--- config.mk ---
export PLATFORM = sky130hd
export DESIGN_NAME = pipeline_hazard_ctrl
export DESIGN_NICKNAME = d
export VERILOG_FILES = /design/src/rtl/pipeline_hazard_ctrl.sv
export SDC_FILE = /design/constraint.sdc
export NUM_CORES = 1
export LEC_CHECK = 0
export BUFFER_PORTS_ARGS = -buffer_cell sky130_fd_sc_hd__buf_2
export CAP_MARGIN = 15
export CORE_UTILIZATION = 56
export CTS_BUF_LIST = sky130_fd_sc_hd__clkbuf_4 sky130_fd_sc_hd__clkbuf_8
export DETAILED_ROUTE_END_ITERATION = 8
export PLACE_DENSITY = 0.83
export SLEW_MARGIN = 0
export SYNTH_ARGS = -nofsm -noshare
export SYNTH_HDL_FRONTEND = slang
export SYNTH_SLANG_ARGS = --single-unit
--- constraint.sdc ---
create_clock -name clk -period 2.61 [get_ports clk]
set_input_delay 0.522 -clock clk [delete_from_list [all_inputs] [get_ports clk]]
set_output_delay 0.522 -clock clk [all_outputs]
set_load 0.02 [all_outputs]
--- src/rtl/pipeline_hazard_ctrl.sv ---
// Stall/flush controller for the 5-stage pipeline.
// Drives register enables and bubbles, and keeps perf counters.
module pipeline_hazard_ctrl #(
  parameter int CNT_W = 32
) (
  input  logic             clk,
  input  logic             rst_n,
  input  logic             rdata_hazard,
  input  logic             icache_resp,
  input  logic             dcache_read,
  input  logic             dcache_write,
  input  logic             dcache_resp,
  input  logic             br_taken,
  output logic             load_pc,
  output logic             load_if_id,
  output logic             load_id_ex,
  output logic             load_ex_mem,
  output logic             load_mem_wb,
  output logic             bubble_if_id,
  output logic             bubble_id_ex,
  output logic             bubble_ex_mem,
  output logic [CNT_W-1:0] stall_cnt,
  output logic [CNT_W-1:0] loaduse_cnt,
  output logic [CNT_W-1:0] flush_cnt
);

  typedef enum logic {
    RUN     = 1'b0,
    DISCARD = 1'b1
  } fsm_e;

  localparam logic [CNT_W-1:0] ONE = CNT_W'(1);
  localparam logic [CNT_W-1:0] MAX = '1;

  fsm_e             fsm_q, fsm_d;
  logic             lu_done_q, lu_done_d;
  logic [CNT_W-1:0] stall_q, stall_d;
  logic [CNT_W-1:0] lucnt_q, lucnt_d;
  logic [CNT_W-1:0] flush_q, flush_d;

  logic dstall, istall, lu, disc;
  logic r_frz, r_lu, r_br, r_if;
  logic en_pc, en_ifid, en_idex, en_exmem, en_memwb;
  logic bb_ifid, bb_idex, bb_exmem;
  logic stall_ev;

  assign dstall = (dcache_read | dcache_write) & ~dcache_resp;
  assign istall = ~icache_resp;
  assign lu     = rdata_hazard & ~lu_done_q;
  assign disc   = (fsm_q == DISCARD);

  // Priority decode: freeze, load-use, redirect, fetch hold.
  assign r_frz = dstall;
  assign r_lu  = ~dstall & lu;
  assign r_br  = ~dstall & ~lu & br_taken;
  assign r_if  = ~dstall & ~lu & ~br_taken & (istall | disc);

  // Per-rule enables and bubbles for each pipeline register.
  always_comb begin
    en_pc    = 1'b1;
    en_ifid  = 1'b1;
    en_idex  = 1'b1;
    en_exmem = 1'b1;
    en_memwb = 1'b1;
    bb_ifid  = 1'b0;
    bb_idex  = 1'b0;
    bb_exmem = 1'b0;
    unique case (1'b1)
      r_frz: begin
        en_pc    = 1'b0;
        en_ifid  = 1'b0;
        en_idex  = 1'b0;
        en_exmem = 1'b0;
        en_memwb = 1'b0;
      end
      r_lu: begin
        en_pc    = 1'b0;
        en_ifid  = 1'b0;
        en_idex  = 1'b0;
        bb_exmem = 1'b1;
      end
      r_br: begin
        bb_ifid = 1'b1;
        bb_idex = 1'b1;
      end
      r_if: begin
        en_pc   = 1'b0;
        bb_ifid = 1'b1;
      end
      default: ;
    endcase
  end

  assign stall_ev = ~(en_pc & en_ifid & en_idex & en_exmem & en_memwb);

  // Outputs are forced idle while reset is held.
  assign load_pc       = rst_n & en_pc;
  assign load_if_id    = rst_n & en_ifid;
  assign load_id_ex    = rst_n & en_idex;
  assign load_ex_mem   = rst_n & en_exmem;
  assign load_mem_wb   = rst_n & en_memwb;
  assign bubble_if_id  = rst_n & bb_ifid;
  assign bubble_id_ex  = rst_n & bb_idex;
  assign bubble_ex_mem = rst_n & bb_exmem;

  assign stall_cnt   = stall_q;
  assign loaduse_cnt = lucnt_q;
  assign flush_cnt   = flush_q;

  // Next state: discard tracking, one-shot load-use flag, counters.
  always_comb begin
    fsm_d = fsm_q;
    if (r_br) begin
      fsm_d = (istall | disc) ? DISCARD : RUN;
    end else if (r_if && disc && icache_resp) begin
      fsm_d = RUN;
    end

    lu_done_d = 1'b0;
    if (r_frz) begin
      lu_done_d = lu_done_q;
    end else if (r_lu) begin
      lu_done_d = 1'b1;
    end

    stall_d = stall_q;
    if (stall_ev && stall_q != MAX) begin
      stall_d = stall_q + ONE;
    end
    lucnt_d = lucnt_q;
    if (r_lu && lucnt_q != MAX) begin
      lucnt_d = lucnt_q + ONE;
    end
    flush_d = flush_q;
    if (r_br && flush_q != MAX) begin
      flush_d = flush_q + ONE;
    end
  end

  // State registers.
  always_ff @(posedge clk or negedge rst_n) begin
    if (!rst_n) begin
      fsm_q     <= RUN;
      lu_done_q <= 1'b0;
      stall_q   <= '0;
      lucnt_q   <= '0;
      flush_q   <= '0;
    end else begin
      fsm_q     <= fsm_d;
      lu_done_q <= lu_done_d;
      stall_q   <= stall_d;
      lucnt_q   <= lucnt_d;
      flush_q   <= flush_d;
    end
  end

endmodule

Word-level counts from Yosys, hierarchy flattened

Index checks and enable logic that the tools add are counted.

Bits of input ports: 8
Logic and storage cells: 55
Bits in registers: 98

Reduce and logical (&&, ||, !) cells: 9
Equality and inequality tests: 3
Multiplexer cells: 9
$add $sub $neg: 3
Bitwise logic cells: 26

Operator list:

| operator              | count |
|---|---|
| $add 32x1->32 const B | 3 |
| $ne 32x32->1 const B  | 3 |
| $and 1x1->1           | 17 |
| $mux 1                | 9 |
| $not 1->1             | 7 |
| $logic_and 1x1->1     | 5 |
| $reduce_or 2->1       | 2 |
| $reduce_or 3->1       | 1 |
| $or 1x1->1            | 2 |
| $reduce_bool 2->1     | 1 |

Logic depth before layout (Yosys ltp)

Word-level depth: 14
Gate-level depth with buffers: 7
Depth with buffers taken out: 6

Worst setup path before layout

No wires, ideal clock.

Kind: register -> register
Start: register stall_q[17] (netlist: stall_cnt[17])
End: register stall_q[30] (netlist: stall_cnt[30])
Stages on the path, launching flop included: 6
Period minus slack after synthesis: 2.092 ns
Data required time: 2.482 ns
Path slack: 0.518 ns
Setup time: 0.128 ns
Arrival time: 1.965 ns
Path through: dfrtp_1 nand4_4 nor4_4 nand3_1 or4b_1 mux2_1

Longest elaborated chain between the ends: 2
Elaborated cells on any way between the ends: 3
Classes of those cells: add/sub: 1; eq/ne: 1; reduce/logical: 1

Ends and longest elaborated chain:

| element                                               | RTL line | text |
|---|---|---|
| from (decl)                                           | 37       | `logic [CNT_W-1:0] stall_q, stall_d;` |
| from (signal assigned)                                | 151      | `stall_q <= stall_d;` |
| branches (longest 2 deep; another with $add 32x1->32) | --       |  |

Several ways; the timed one is not identified.
A chain may end at the register's enable or synchronous reset.

Worst setup path after layout

Start: register fsm_q (netlist: disc)
End: output load_pc

Longest elaborated chain between the ends: 5

Ends and longest elaborated chain:

| element                          | RTL line | text |
|---|---|---|
| from (decl)                      | 35       | `fsm_e fsm_q, fsm_d;` |
| from (signal assigned)           | 149      | `fsm_q <= fsm_d;` |
| $or 1x1->1                       | 56       | `assign r_if = ~dstall & ~lu & ~br_taken & (istall \| disc);` |
| $and 1x1->1                      | 56       |  |
| $reduce_or 3->1 (no source line) | --       |  |
| $mux 1                           | 68       | `unique case (1'b1)` |
| $and 1x1->1                      | 97       | `assign load_pc = rst_n & en_pc;` |
| to (decl)                        | 14       | `output logic load_pc,` |

No other way between the ends.

==> reports/qor.yml <==
slowest_stage: "o211ai_1"
clock_sinks: 98
rows: 33
syn_area_um2: 4810
cts.path.max_buffers: 2
regToRegEndpoint: "stall_cnt[31]"
period_needed_ns: 2.31
path_clk_slew_ns: 0.09
crit_required_ns: 2.09
crit_fanout: 8
netlist_top_cells_area: "dfrtp_1 51%, xnor2_1 11%, xor2_1 4.7%, nand4_1 4.5%, nand3_1 4.5%"
worstHoldPathType: "input port to asynchronous set/reset pin"
start_kind: "register"
ys_ff_latch: 98
synth.avg_cell_area_um2: 10.6
ys_types: 50
rsz0062_at_grt: "no"
end_kind: "output port"
synth.net_count: 465
slew_headroom: 0.492
vias: 3933
placed_area_um2: 5520
die_h_um: 94.7
critPathMaxStageDelay_ns: 0.55
clk_latency_ns: 0.36
ioPinCount: 112
post-cts-setup-buffer-count: 0
cp.buffers_inverters: 1
dp_slack_ns: 0.183
crit_chain: "and2b_2 -> o211ai_1 -> nor2_1 -> buf_2"
drive_gt1_frac: 0.267
syn_to_final_growth_pct: 19.6
drv_cap: 0
cts_root_buf: "clkbuf_8"
grt_antenna_before_repair: 1
rrSetupSlack_ns: 0.31
synthArstFlopShare: 1.00
dp_hpwl_um: 8010
setup_slack_ns: 0.296
wl_per_cell_um: 16.0
report.final.slew_viol_count: 0
fin_skew_ns: 0.0106
gr-total-overflow: 0
die_w_um: 94.7
whs_ns: 0.207
design_area_um2: 5760
dieArea_um2: 8970
port_buffers: 111
status: "finished clean"
fin_util: 0.697
yosys.area.top_type: "dfrtp_1"
grt_max_degree: 42
cts_tree: "yes"
ir_drop_v: 0.000480
final_cell_mix: "110 x buf_2, 98 x dfrtp_1, 62 x xnor2_1, 43 x nand3_1, 40 x nand2_1"
dr.pass1.iters: 4
drc_errors: 0
track_usage: 0.255
grt_pass1_wl_um: 17600
nets: 587
power.density_nw_per_um2: 643
synth-seq-area-share: 0.509
p_leak_uw: 0.00282
tns_ns: 0
fin_crit_sh: 0.887
grt_pass1_vias: 3663
setup_viol: 0
reg2regPathDepth: 5
cts_resized: 0
drtAntennaViolNets: 0
place.gp.congestion: 0.896
synth_cells: 454
h-tree-depth: 3
initial_core_util: 0.583
totalWireLength_um: 11000
ys.flop_type: "dfrtp_1"
drt_iter0_drc: 216
critical_path_class: "register to output port"
yosys_warnings: 0
crit_arrival_ns: 1.79
viasPerCell: 5.72
cp_top_family: "compound AO/OA/AOI/OAI gates"
max_freq_ghz: 0.432
cts_hold_buf: 0
synth_edf_count: 0
tightest_slew_ns: 0.756
final_common_cell: "buf_2"
cts_made_buffers: 9
core-area_um2: 8260
r2r_start: "stall_cnt[17]"
hold_violations: 0
synth_top_area_frac: 0.509
[cell type report]
| cell class | count | area (µm²) |
|---|---|---|
| diodes | 1 | 2.50 |
| clock buffers | 12 | 165 |
| clock inverters | 4 | 72.6 |
| fillers | 643 | 2500 |
| inverters | 10 | 37.5 |
| multi-input cells | 336 | 2260 |
| flip-flops and latches | 98 | 2450 |
| well taps | 105 | 131 |
| repair buffers | 121 | 633 |
[per-layer routing]
layer / vias up / wire length, µm / global-route usage
met1: 1932 / 4880 / 0.340
met4: 0 / 102 / 0.0859
met3: 10 / 665 / 0.0588
met2: 122 / 5320 / 0.409
li1: 1869 / - / -
met5: - / 0 / 0
[worst max-delay path by stage]
stage	endpoint	from	cells after the start
final	load_pc	disc	4
after global routing	flush_cnt[30]	flush_cnt[9]	5
after CTS	load_pc	disc	4
after global placement	stall_cnt[26]	icache_resp	6
after detailed placement	stall_cnt[26]	icache_resp	6
after floorplan	stall_cnt[30]	stall_cnt[17]	5
[worst reg2reg max path, cell delays in order (launching register included)]
cell     delay, ns
dfrtp_1       0.50
nand4_4       0.19
or4_4         0.62
o21ai_2       0.55
nor3_1        0.18
xor2_1        0.17
[kinds of logic (layout without fill, tap and decap cells)]
| family | count (synthesis) | in the layout | share of synthesized area |
|---|---|---|---|
| xor+xnor | 88 | 88 | 0.160 |
| other cells | 0 | 1 | 0 |
| fa+ha+maj | 3 | 3 | 0.00780 |
| simple gates | 221 | 221 | 0.256 |
| buf+inv | 20 | 147 | 0.0208 |
| compound gates | 19 | 19 | 0.0346 |
| mux | 5 | 5 | 0.0114 |
| flops | 98 | 98 | 0.509 |
[state kept, by name, indices dropped and copies added (netlist names)]
signal,flops
flush_cnt,32
loaduse_cnt,32
disc,1
stall_cnt,32
lu_done_q,1
[metrics by stage]
| step | power, µW | instances |
|---|---|---|
| floorplan | 2320 | 454 |
| global placement | 2570 | 670 |
| detailed placement | 2610 | 670 |
| CTS | 3730 | 686 |
| global route | 3880 | 686 |
| finish | 3700 | 687 |
[power by group]
group / leakage (µW) / switching (µW) / internal (µW)
logic: 0.00140 / 447 / 264
clock network: 0.000119 / 505 / 617
registers: 0.00131 / 197 / 1670
[Yosys cell counts (4+ instances only)]
| master | number |
|---|---|
| nor3_1 | 21 |
| nand4_1 | 35 |
| and2_1 | 7 |
| nor4_1 | 10 |
| dfrtp_1 | 98 |
| xnor2_1 | 62 |
| xor2_1 | 26 |
| inv_1 | 10 |
| and4_1 | 7 |
| buf_2 | 4 |
| nor2_1 | 23 |
| and3_1 | 15 |
| nand2_1 | 40 |
| nand3_1 | 43 |
(Power assumes the default switching activity.)
